==> config.mk <==
export PLATFORM = sky130hd
export DESIGN_NAME = mem_access_unit
export DESIGN_NICKNAME = d
export VERILOG_FILES = /design/src/rtl/cpu_types_pkg.sv /design/src/rtl/mem_access_unit_sat_counter.sv /design/src/rtl/mem_access_unit.sv
export SDC_FILE = /design/constraint.sdc
export NUM_CORES = 1
export LEC_CHECK = 0
export BUFFER_PORTS_ARGS = -buffer_cell sky130_fd_sc_hd__buf_4
export CORE_ASPECT_RATIO = 1.1
export CORE_MARGIN = 4
export CORE_UTILIZATION = 42
export CTS_CLUSTER_SIZE = 14
export DETAILED_ROUTE_END_ITERATION = 6
export PLACE_DENSITY = 0.86
export RECOVER_POWER = 100
export SETUP_SLACK_MARGIN = 0.5
export SLEW_MARGIN = 20
export SYNTH_ARGS = -nofsm -noshare
export SYNTH_HDL_FRONTEND = slang
export SYNTH_SLANG_ARGS = --single-unit
==> constraint.sdc <==
create_clock -name clk_i -period 1.7 [get_ports clk_i]
set_input_delay 0 -clock clk_i [delete_from_list [all_inputs] [get_ports clk_i]]
set_output_delay 0 -clock clk_i [all_outputs]
set_load 0.1 [all_outputs]
==> src/rtl/cpu_types_pkg.sv <==
// Shared CPU types: data word, opcode encoding and the MEM-stage access FSM states.
package cpu_types_pkg;

   typedef logic [31:0] word_t;

   typedef enum logic [5:0] {
      OP_RTYPE = 6'h00,
      OP_J     = 6'h02,
      OP_JAL   = 6'h03,
      OP_BEQ   = 6'h04,
      OP_BNE   = 6'h05,
      OP_ADDIU = 6'h09,
      OP_LW    = 6'h23,
      OP_SW    = 6'h2B,
      OP_HALT  = 6'h3F
   } opcode_t;

   typedef enum logic [1:0] {
      IDLE   = 2'd0,
      ACCESS = 2'd1,
      HALTED = 2'd2
   } mem_acc_state_t;

   function automatic logic is_mem_op(input logic rd, input logic wr);
      return rd | wr;
   endfunction

endpackage

==> src/rtl/mem_access_unit_sat_counter.sv <==
// Saturating up-counter with synchronous clear; at_max_o flags that the value after this
// cycle's update equals max_i, so a caller can register the event on the same edge.
module sat_counter #(
   parameter int W = 9
) (
   input  logic         clk_i,
   input  logic         nrst_i,
   input  logic         en_i,
   input  logic         clr_i,
   input  logic [W-1:0] max_i,
   output logic         at_max_o
);

   logic [W-1:0] cnt_q;
   logic [W-1:0] cnt_d;

   always_comb begin
      cnt_d = cnt_q;
      if (clr_i) begin
         cnt_d = '0;
      end else if (en_i && (cnt_q != max_i)) begin
         cnt_d = cnt_q + W'(1);
      end
   end

   assign at_max_o = (cnt_d == max_i);

   always_ff @(posedge clk_i) begin
      if (!nrst_i) begin
         cnt_q <= '0;
      end else begin
         cnt_q <= cnt_d;
      end
   end

endmodule

==> src/rtl/mem_access_unit.sv <==
// MEM-stage data-memory initiator: issues one load/store to the dcache, holds it until dhit,
// and feeds the MEM/WB latch. Stalls the front of the pipe while a request is outstanding.
//
// state  | meaning
// IDLE   | no request outstanding; accepts the next EX/MEM instruction
// ACCESS | request driven to dcache, waiting for dhit (watchdog running)
// HALTED | HALT retired; absorbing until reset
module mem_access_unit
   import cpu_types_pkg::*;
#(
   parameter int TIMEOUT_CYCLES = 256,
   parameter int CNT_W          = 9
) (
   input  logic        clk_i,
   input  logic        nrst_i,
   input  logic        ex_valid_i,
   input  logic        ex_memRd_i,
   input  logic        ex_memWr_i,
   input  logic [31:0] ex_addr_i,
   input  logic [31:0] ex_wdat_i,
   input  logic        ex_halt_i,
   input  logic        dhit_i,
   input  logic [31:0] dcache_load_i,
   output logic        dmemREN_o,
   output logic        dmemWEN_o,
   output logic [31:0] dmemaddr_o,
   output logic [31:0] dmemstore_o,
   output logic [31:0] dmemload_in_o,
   output logic        wb_valid_o,
   output logic        mem_stall_o,
   output logic        halt_in_o,
   output logic        mem_err_o
);

   mem_acc_state_t state_q, state_d;
   logic  ren_q, ren_d;
   logic  wen_q, wen_d;
   word_t addr_q, addr_d;
   word_t store_q, store_d;
   word_t load_q, load_d;
   logic  wb_valid_q, wb_valid_d;
   logic  halt_q, halt_d;
   logic  err_q, err_d;
   logic  stall;
   logic  cnt_en, cnt_clr, cnt_at_max;

   sat_counter #(.W(CNT_W)) u_watchdog (
      .clk_i    (clk_i),
      .nrst_i   (nrst_i),
      .en_i     (cnt_en),
      .clr_i    (cnt_clr),
      .max_i    (CNT_W'(TIMEOUT_CYCLES)),
      .at_max_o (cnt_at_max)
   );

   always_comb begin
      state_d    = state_q;
      ren_d      = ren_q;
      wen_d      = wen_q;
      addr_d     = addr_q;
      store_d    = store_q;
      load_d     = load_q;
      wb_valid_d = 1'b0;
      halt_d     = halt_q;
      err_d      = err_q;
      stall      = 1'b0;
      cnt_en     = 1'b0;
      cnt_clr    = 1'b1;
      case (state_q)
         IDLE: begin
            if (ex_valid_i) begin
               if (ex_halt_i) begin
                  state_d = HALTED;
                  halt_d  = 1'b1;
               end else if (is_mem_op(ex_memRd_i, ex_memWr_i)) begin
                  state_d = ACCESS;
                  addr_d  = ex_addr_i;
                  store_d = ex_wdat_i;
                  ren_d   = ex_memRd_i & ~ex_memWr_i;
                  wen_d   = ex_memWr_i;
                  stall   = 1'b1;
                  if (ex_memRd_i && ex_memWr_i) begin
                     err_d = 1'b1;
                  end
               end else begin
                  wb_valid_d = 1'b1;
               end
            end
         end
         ACCESS: begin
            if (dhit_i) begin
               if (ren_q) begin
                  load_d = dcache_load_i;
               end
               ren_d      = 1'b0;
               wen_d      = 1'b0;
               wb_valid_d = 1'b1;
               state_d    = IDLE;
            end else begin
               // keep waiting past the watchdog; the error is only reported
               stall   = 1'b1;
               cnt_en  = 1'b1;
               cnt_clr = 1'b0;
               if (cnt_at_max) begin
                  err_d = 1'b1;
               end
            end
         end
         HALTED: begin
            stall  = 1'b1;
            ren_d  = 1'b0;
            wen_d  = 1'b0;
            halt_d = 1'b1;
         end
         default: begin
            state_d = IDLE;
         end
      endcase
   end

   always_ff @(posedge clk_i) begin
      if (!nrst_i) begin
         state_q    <= IDLE;
         ren_q      <= 1'b0;
         wen_q      <= 1'b0;
         addr_q     <= '0;
         store_q    <= '0;
         load_q     <= '0;
         wb_valid_q <= 1'b0;
         halt_q     <= 1'b0;
         err_q      <= 1'b0;
      end else begin
         state_q    <= state_d;
         ren_q      <= ren_d;
         wen_q      <= wen_d;
         addr_q     <= addr_d;
         store_q    <= store_d;
         load_q     <= load_d;
         wb_valid_q <= wb_valid_d;
         halt_q     <= halt_d;
         err_q      <= err_d;
      end
   end

   assign dmemREN_o     = ren_q;
   assign dmemWEN_o     = wen_q;
   assign dmemaddr_o    = addr_q;
   assign dmemstore_o   = store_q;
   assign dmemload_in_o = load_q;
   assign wb_valid_o    = wb_valid_q;
   assign halt_in_o     = halt_q;
   assign mem_err_o     = err_q;
   assign mem_stall_o   = stall;

endmodule

# Word-level counts from Yosys, hierarchy flattened
# Cells that the tools add are included.
# classes
add_sub_neg,1
n_mul,0
div_mod_pow,0
order_cmp,0
eq_ne,13
shift,0
n_mux,38
n_bitwise,5
reduce_logical,12
# op_table
operator,count
$mux 1,25
$mux 9,2
$ne 2x2->1 const B,8
$add 9x1->9 const B,1
$eq 9x9->1 const B,1
$ne 9x9->1 const B,1
$pmux 1 s3,3
$mux 2,4
$reduce_and 4->1,2
$reduce_and 7->1,1
$pmux 1 s2,3
$pmux 2 s3,1
$reduce_and 3->1,2
$reduce_and 5->1,1
$reduce_bool 2->1,2
$ne 3x3->1 const B,1
$not 1->1,3
$reduce_bool 3->1,1
$eq 2x1->1 const B,1
$eq 2x2->1 const B,1
$logic_and 1x1->1,2
$logic_not 2->1,1
$and 1x1->1,1
$or 1x1->1,1
# word_totals
reg_bits,112
latchBits,0
mem_bits_rw,0
romBits,0
out_inout_bits,102
mem_count,0

# Depth between registers and ports, before layout
# Gate-level depths: netlist (run 1).
# logic_depth
ltp_word,9
ltp_mapped,8
ltp_nobuf,7

# Modules after synthesis
# Synthesis (run 1) repeated with hierarchy kept, for this count alone.
# unflattened
cells_unflattened,619
area_unflattened_um2,5286.3
# by_module_without_submodules
mod,instances,cells_per_inst,area_per_inst_um2
mem_access_unit,1,488,4315.4
sat_counter,1,131,970.9

# Worst setup path before layout (run 1)
# OpenSTA, ideal clock, no wires.
# synth_timing
path_type,flip-flop to output port
start,register state_q[0]
end,output port mem_stall_o
arrival_ns,2.680
t_required_ns,1.700
path_slack_ns,-0.980
path_stages_with_launch,7
path_buffers,1
path_cell_list,dfxtp_1 inv_1 ha_1 inv_1 or2_2 clkbuf_1 a21oi_1
# synth_via
elab_chain_cells,2
word_cells_on_any_way,4
classes_between,eq/ne: 2; mux: 1; reduce/logical: 1
# synth_lines
element,line_no,source
"start, declared",mem_access_unit.sv:35,"mem_acc_state_t state_q, state_d;"
"start signal, assigned",mem_access_unit.sv:133,state_q <= state_d;
$eq 2x2->1 (tied with other cells),mem_access_unit.sv:69,case (state_q)
$pmux 1 s3 (*),mem_access_unit.sv:69,
"end, declared",mem_access_unit.sv:30,"output logic mem_stall_o,"
# Mark *: on every way between the ends. The rest lies on a longest branch, timed or not.

# Worst setup path in the final report (run 1)
# layout_timing
start,register u_watchdog.cnt_q[0]
end,"register err_q, in the netlist mem_err_o"
# layout_via
elab_chain_cells,7
word_cells_on_any_way,8
classes_between,add/sub: 1; eq/ne: 3; mux: 2; reduce/logical: 2
# layout_lines
element,line_no,source
"start, declared",mem_access_unit_sat_counter.sv:14,logic [W-1:0] cnt_q;
"start signal, assigned",mem_access_unit_sat_counter.sv:32,cnt_q <= cnt_d;
branches (longest 2 deep; another with $add 9x1->9),-,
$mux 9 (*),mem_access_unit_sat_counter.sv:21,end else if (en_i && (cnt_q != max_i)) begin
$mux 9 (*),mem_access_unit_sat_counter.sv:19,if (clr_i) begin
$eq 9x9->1 (*),mem_access_unit_sat_counter.sv:26,assign at_max_o = (cnt_d == max_i);
$ne 2x2->1 (no line) (*),-,
$reduce_and 7->1 (no line) (*),-,
"end signal, assigned",mem_access_unit.sv:141,err_q <= err_d;
"end, declared",mem_access_unit.sv:43,"logic err_q, err_d;"
# Mark *: on every way between the ends.
# A chain may end at the register's enable or synchronous reset.

==> impl_metrics.py, run 1 <==
metrics = {
    "yosys": {
        "yosys-top-cells-count": "nand2_1 (200), dfxtp_1 (112), a21boi_0 (100)",
        "synthTopCellsByArea": "dfxtp_1 (50%), a21boi_0 (17%), nand2_1 (17%)",
        "ys.flop_type": "dfxtp_1",
        "synth_edf_count": 0,
        "synth_area_leader_cell": "dfxtp_1",
        "seq_area_frac_synth_pct": 50.5,
        "yosysMostFrequentCell": "nand2_1",
        "syn_area_per_cell_um2": 8.37,
        "yosys_warnings": 0,
        "synth.distinct_cells": 34,
        "async_flop_share_pct": 0,
        "ys_ff_latch": 112,
        "netlist_instances": 531,
        "synth_area_mm2": 0.00444,
        "synth_nets": 640,
        "synth_top_cell_area_share_pct": 50.5,
    },
    "setup_path": {
        "r2r_end": "mem_err_o",
        "slowest_stage": "dfxtp_4",
        "crit_cells": 6,
        "crit_chain": "ha_4 -> and3_1 -> a31oi_1 -> nor3_1 -> o2111ai_2 -> a31oi_1",
        "crit_type": "register to register",
        "cp.required_ps": 1950,
        "crit_top_cell": "a31oi_1",
        "reg2reg_setup_slack_ps": -40,
        "cp-endpoint": "mem_err_o",
        "r2r_start": "u_watchdog.cnt_q[0]",
        "ff2ff_path_depth": 6,
        "arrival_ps": 1990,
        "crit_fanout": 6,
        "path_buf_inv": 0,
        "endpoint_kind": "register",
        "worstSetupStartpointType": "register",
        "cp_top_family": "compound AO/OA/AOI/OAI gates",
        "setup.worst_path.start": "u_watchdog.cnt_q[0]",
        "max_stage_delay_ps": 390,
    },
    "cts": {
        "cts.path.max_buffers": 2,
        "cts_max_level": 3,
        "cts_tree": "yes",
        "clk_pin_slew_worst_paths_ps": 80,
        "clk_latency_ps": 350,
        "numCtsBuffers": 9,
        "cts_root_buf": "clkbuf_16",
        "clkSinkCount": 112,
    },
    "sta": {
        "period_needed_ps": 1740,
        "setup_slack_ps": -39.5,
        "tightest_slew_ps": 662,
        "setup_tns_ps": -39.5,
        "skew_ps": 10.5,
        "rsz0062_at_grt": "true",
        "drv_slew": 0,
        "min_period_over_period_pct": 102,
        "setup_violations": 1,
        "finalHoldViolations": 0,
        "fmax_ghz": 0.575,
        "max_slew_margin_pct": 56.1,
    },
    "floorplanning": {
        "die_width_um": 106,
        "initial_utilization_pct": 42.9,
        "rows": 39,
        "ioPinCount": 205,
        "fp.dieArea_mm2": 0.0123,
        "core_area_mm2": 0.0103,
        "die_height_um": 116,
    },
    "grt": {
        "first_global_vias": 5960,
        "globalRouteTotalUtil_pct": 31.9,
        "grt_antenna_before_repair": 1,
        "grt_max_degree": 65,
        "grt-ovfl-total": 0,
        "grt_pass1_wl_um": 30700,
    },
    "routing": {
        "via_per_inst": 5.91,
        "drt_first_iter_violations": 540,
        "vias": 6145,
        "wl_per_cell_um": 27.2,
        "drtPass1Iterations": 5,
        "drtAntennaViolNets": 0,
        "drt-total-wl_um": 28300,
        "drc": 0,
    },
    "outcome": {
        "status": "finished, violations left",
        "violations": "negative setup slack",
    },
    "layout": {
        "area_delta_synth_final_pct": 116,
        "fillers": 344,
        "drive_gt1_share_pct": 64.4,
        "final_util_pct": 92.9,
        "nNetsFinal": 999,
    },
    "worst_hold_path": {
        "worstHoldStart": "ex_halt_i",
        "holdCritPathClass": "input port to register",
    },
    "placement": {
        "post-dp-hpwl_um": 9440,
        "routabilityCongestion": 0.837,
        "port-buffer-count": 204,
    },
    "power_and_ir_drop": {
        "leakage_uw": 0.00410,
        "ir_worst_vdd_mv": 0.760,
        "cellPowerDensity_mw_per_mm2": 803,
    },
    "job": {
        "maxCapViolCount": 0,
    },
}
cells by family (layout without fill, tap and decap cells):
logic type	count (synthesis)	after routing	share of synthesized area (%)
compound gates	120	120	20.1
xor+xnor	10	10	1.97
fa+ha+maj	6	6	1.69
buf+inv	41	403	3.77
flops	112	112	50.5
mux	1	1	0.253
other cells	0	2	0
simple gates	241	243	21.8
worst reg2reg max path: cells and delay by family (launching register included):
kind | cells | cell delay, ps
adders and majority gates | 1 | 170
AOI/OAI and AO/OA | 3 | 550
DFF | 1 | 390
and+or+nand+nor | 2 | 530
layer usage:
metal	up-vias	GRT usage (%)	share of wire, %
met2	536	60.9	49
met5	-	0	0
met3	244	6.18	9.7
li1	2478	-	-
met4	0	18.6	10
met1	2887	32.3	32
layout make-up:
| cell class | count | area, um2 | area share, % |
|---|---|---|---|
| well taps | 143 | 179 | 1.86 |
| clock buffers | 11 | 254 | 2.64 |
| repair buffers | 379 | 3490 | 36.4 |
| multi-input cells | 380 | 3270 | 34.0 |
| clock inverters | 5 | 61.3 | 0.638 |
| inverters | 8 | 37.5 | 0.390 |
| flip-flops and latches | 112 | 2310 | 24.0 |
| diodes | 2 | 5.00 | 0.0521 |
report_power, final:
group          total, uW  leakage, uW  internal (uW)  switching, uW
clock network       2280     0.000144           1240           1040
logic               2590      0.00303           1000           1590
registers           2850     0.000932           2730            123
total               7720      0.00410           4970           2750
state kept, by name, indices dropped and copies added, names as in the netlist:
| register | flops |
|---|---|
| dmemREN_o | 1 |
| dmemWEN_o | 1 |
| dmemaddr_o | 32 |
| dmemload_in_o | 32 |
| dmemstore_o | 32 |
| halt_in_o | 1 |
| mem_err_o | 1 |
| state_q | 2 |
| u_watchdog.cnt_q | 9 |
| wb_valid_o | 1 |
cell usage in the layout (no fill, tap or decap), types with 3 or more instances in the layout:
cell and n:
a21boi_1 34, a21boi_2 66, buf_12 16, buf_16 14
buf_4 122, buf_6 17, clkbuf_16 15, clkbuf_2 101
clkinvlp_4 3, dfxtp_1 68, dfxtp_2 39, dfxtp_4 5
dlygate4sd3_1 102, ha_4 6, inv_1 4, nand2_1 70
nand2_2 62, nand2_4 68, nand3_1 3, nand4_1 3
nor2_1 12, nor2_4 4, nor2b_4 4, or2_4 3
xnor2_2 4, xor2_1 3
repair_timing:
action / CTS / global route
endpoints found under the setup margin: 112 / 112
hold buffers: 102 / 0
gates resized for setup: 110 / 269
hold endpoints to repair: 100 / 0
pin swaps: 44 / 137
gates cloned: 15 / 6
buffers inserted: 26 / 18
metrics by stage:
| stage | area [um2] | instances | total power (uW) | worst slack, ps | hold slack, ps |
|---|---|---|---|---|---|
| global route | 9610 | 1039 | 7870 | -108 | 38.0 |
| floorplan | 4680 | 531 | 3990 | 125 | 127 |
| CTS | 8600 | 1014 | 7110 | 54.9 | 2.72 |
| finish | 9610 | 1040 | 7720 | -39.5 | 40.4 |
| detailed placement | 6290 | 855 | 4450 | 44.1 | 248 |
| global placement | 6290 | 855 | 4420 | 87.4 | 243 |
worst min-delay path by stage:
stage,to,slack [ps],cells past startpoint
6_report,state_q[1],40,3
5_1_grt,state_q[1],40,3
4_1_cts,state_q[1],3,3
3_5_place_dp,dmemload_in_o[28],250,3
3_3_place_gp,dmemload_in_o[13],240,3
2_1_floorplan,dmemload_in_o[0],130,2
Note: power is estimated with default switching activity, not from simulation.
==> run 2: changes to the inputs <==
--- a/config.mk
+++ b/config.mk
@@ -11,7 +11,7 @@
 export CORE_UTILIZATION = 42
 export CTS_CLUSTER_SIZE = 14
 export DETAILED_ROUTE_END_ITERATION = 6
-export PLACE_DENSITY = 0.86
+export PLACE_DENSITY_LB_ADDON = 0.25
 export RECOVER_POWER = 100
 export SETUP_SLACK_MARGIN = 0.5
 export SLEW_MARGIN = 20
==> impl_metrics.py, run 2 (same netlist as run 1, synthesis figures left out) <==
metrics = {
    "outcome": {
        "status": "complete, no violations",
    },
    "setup_path": {
        "r2r_start": "state_q[0]",
        "setup.worst_path.start": "state_q[0]",
        "crit_type": "register to register",
        "cp.required_ps": 1970,
        "reg2reg_setup_slack_ps": 10,
        "arrival_ps": 1960,
        "r2r_end": "dmemload_in_o[15]",
        "worstSetupStartpointType": "register",
        "crit_fanout": 8,
        "ff2ff_path_depth": 9,
        "cp-endpoint": "dmemload_in_o[15]",
        "endpoint_kind": "register",
    },
    "power_and_ir_drop": {
        "leakage_uw": 0.00407,
        "ir_worst_vdd_mv": 0.731,
        "intPower_uw": 5050,
        "cellPowerDensity_mw_per_mm2": 821,
        "p_sw_uw": 2620,
        "switching_share_pct": 34.1,
        "pwr-share-seq_pct": 37.1,
        "combPwrFrac_pct": 32.1,
        "power_frac_clock_pct": 30.8,
    },
    "layout": {
        "area_delta_synth_final_pct": 110,
        "fillers": 414,
        "multiInputGateArea_mm2": 0.00314,
        "regArea_mm2": 0.00231,
        "drive_gt1_share_pct": 61.2,
        "mostFrequentLayoutCells": "buf_4 (117), dlygate4sd3_1 (101), clkbuf_2 (101), nand2_1 (81), nand2_4 (76)",
        "final_common_cell": "buf_4",
        "nNetsFinal": 983,
    },
    "routing": {
        "vias": 5695,
        "drc": 0,
        "drtPass1Iterations": 5,
        "drt_first_iter_violations": 356,
        "via_per_inst": 5.57,
        "drtAntennaViolNets": 0,
        "wl_per_cell_um": 23.8,
        "drt-total-wl_um": 24400,
    },
    "floorplanning": {
        "ioPinCount": 205,
        "die_width_um": 106,
        "fp.dieArea_mm2": 0.0123,
        "rows": 39,
        "core_area_mm2": 0.0103,
        "initial_utilization_pct": 42.9,
        "die_height_um": 116,
    },
    "grt": {
        "grt-ovfl-total": 0,
        "grt_antenna_before_repair": 0,
        "grt_pass1_wl_um": 28400,
        "first_global_vias": 5518,
        "globalRouteTotalUtil_pct": 29.7,
        "grt_max_degree": 67,
    },
    "sta": {
        "period_needed_ps": 1690,
        "setup_tns_ps": 0,
        "max_slew_margin_pct": 59.9,
        "finalHoldViolations": 0,
        "setup_violations": 0,
        "skew_ps": 7.91,
        "min_period_over_period_pct": 99.3,
        "hold_slack_ps": 26.7,
        "fmax_ghz": 0.593,
        "rsz0062_at_grt": "true",
        "drv_slew": 0,
        "tightest_slew_ps": 604,
    },
    "placement": {
        "post-dp-hpwl_um": 8780,
        "routabilityCongestion": 0.817,
        "port-buffer-count": 204,
    },
    "cts": {
        "cts_root_buf": "clkbuf_16",
        "cts_max_level": 3,
        "clk_latency_ps": 350,
        "clkSinkCount": 112,
        "numCtsBuffers": 9,
        "cts.path.max_buffers": 2,
        "cts_tree": "yes",
        "clk_pin_slew_worst_paths_ps": 70,
    },
    "worst_hold_path": {
        "holdCritPathClass": "input port to register",
    },
    "job": {
        "maxCapViolCount": 0,
    },
}
==> run 2: cell count changes in the layout (fill, tap and decap cells not counted), sizes merged <==
cell,before,now
inv,9,8
clkinvlp,3,0
dlygate4sd3,102,101
clkbuf,117,116
diode,2,1
buf,171,162
or2,3,1
==> run 2: area by class of cell <==
type	count	area share (%)
timing repair buffer	365	35.7
sequential	112	24.8
multi-input combinational	378	33.7
tap	143	1.92
clock buffer	14	3.18
antenna	1	0.0268
inverter	8	0.402
clock inverter	1	0.322
==> run 2: stage by stage <==
step / std cells / total power (uW) / area [um2] / worst slack, ps / util (%)
final: 1022 / 7670 / 9340 / 12.7 / 90.3
after floorplan: 531 / 3990 / 4680 / 125 / -
after detailed placement: 854 / 4440 / 6300 / 27.6 / 60.9
after CTS: 1014 / 7360 / 8740 / 46.5 / 84.5
after global placement: 854 / 4420 / 6300 / 78.1 / 60.9
after global routing: 1021 / 7850 / 9330 / -39.4 / 90.2
==> run 2: how the worst min path moves through the flow <==
stage / depth (start not counted) / endpoint / from
after floorplan: 2 / dmemload_in_o[0] / dcache_load_i[0]
after global placement: 3 / dmemload_in_o[13] / dcache_load_i[13]
after detailed placement: 3 / dmemload_in_o[8] / dcache_load_i[8]
after CTS: 4 / wb_valid_o / ex_memRd_i
after global routing: 4 / wb_valid_o / ex_memRd_i
final: 4 / wb_valid_o / ex_memRd_i
==> run 2: routing by layer <==
metal	wire, um	part of all wire [%]	track usage, %	up-vias
met3	1590	6.5	7.35	152
met2	12500	51	55.1	352
li1	-	-	-	2442
met5	0	0	0	-
met1	8510	35	32.2	2749
met4	1730	7.1	12.7	0
==> run 2: power groups by stage <==
| stage | sequential [uW] | combinational, uW | clock, uW |
|---|---|---|---|
| 2_1_floorplan | 3550 | 432 | 0 |
| 3_3_place_gp | 2860 | 1560 | 0 |
| 3_5_place_dp | 2860 | 1580 | 0 |
| 4_1_cts | 2810 | 2210 | 2340 |
| 5_1_grt | 2850 | 2530 | 2460 |
| 6_report | 2850 | 2460 | 2360 |
==> run 2: critical path: stages (launching register included) <==
cell	delay [ps]
dfxtp_4	400
ha_4	150
buf_4	100
buf_6	80
buf_6	110
and3_4	220
buf_6	130
clkbuf_16	170
nand2_1	90
a21boi_1	150
==> run 2: what timing repair did <==
action | in CTS | in global routing
resized for setup | 146 | 198
endpoints found under the hold margin | 100 | 1
endpoints found under the setup margin | 112 | 113
pin swaps | 111 | 87
hold buffers | 100 | 1
setup buffers | 28 | 5
cloned | 17 | 1
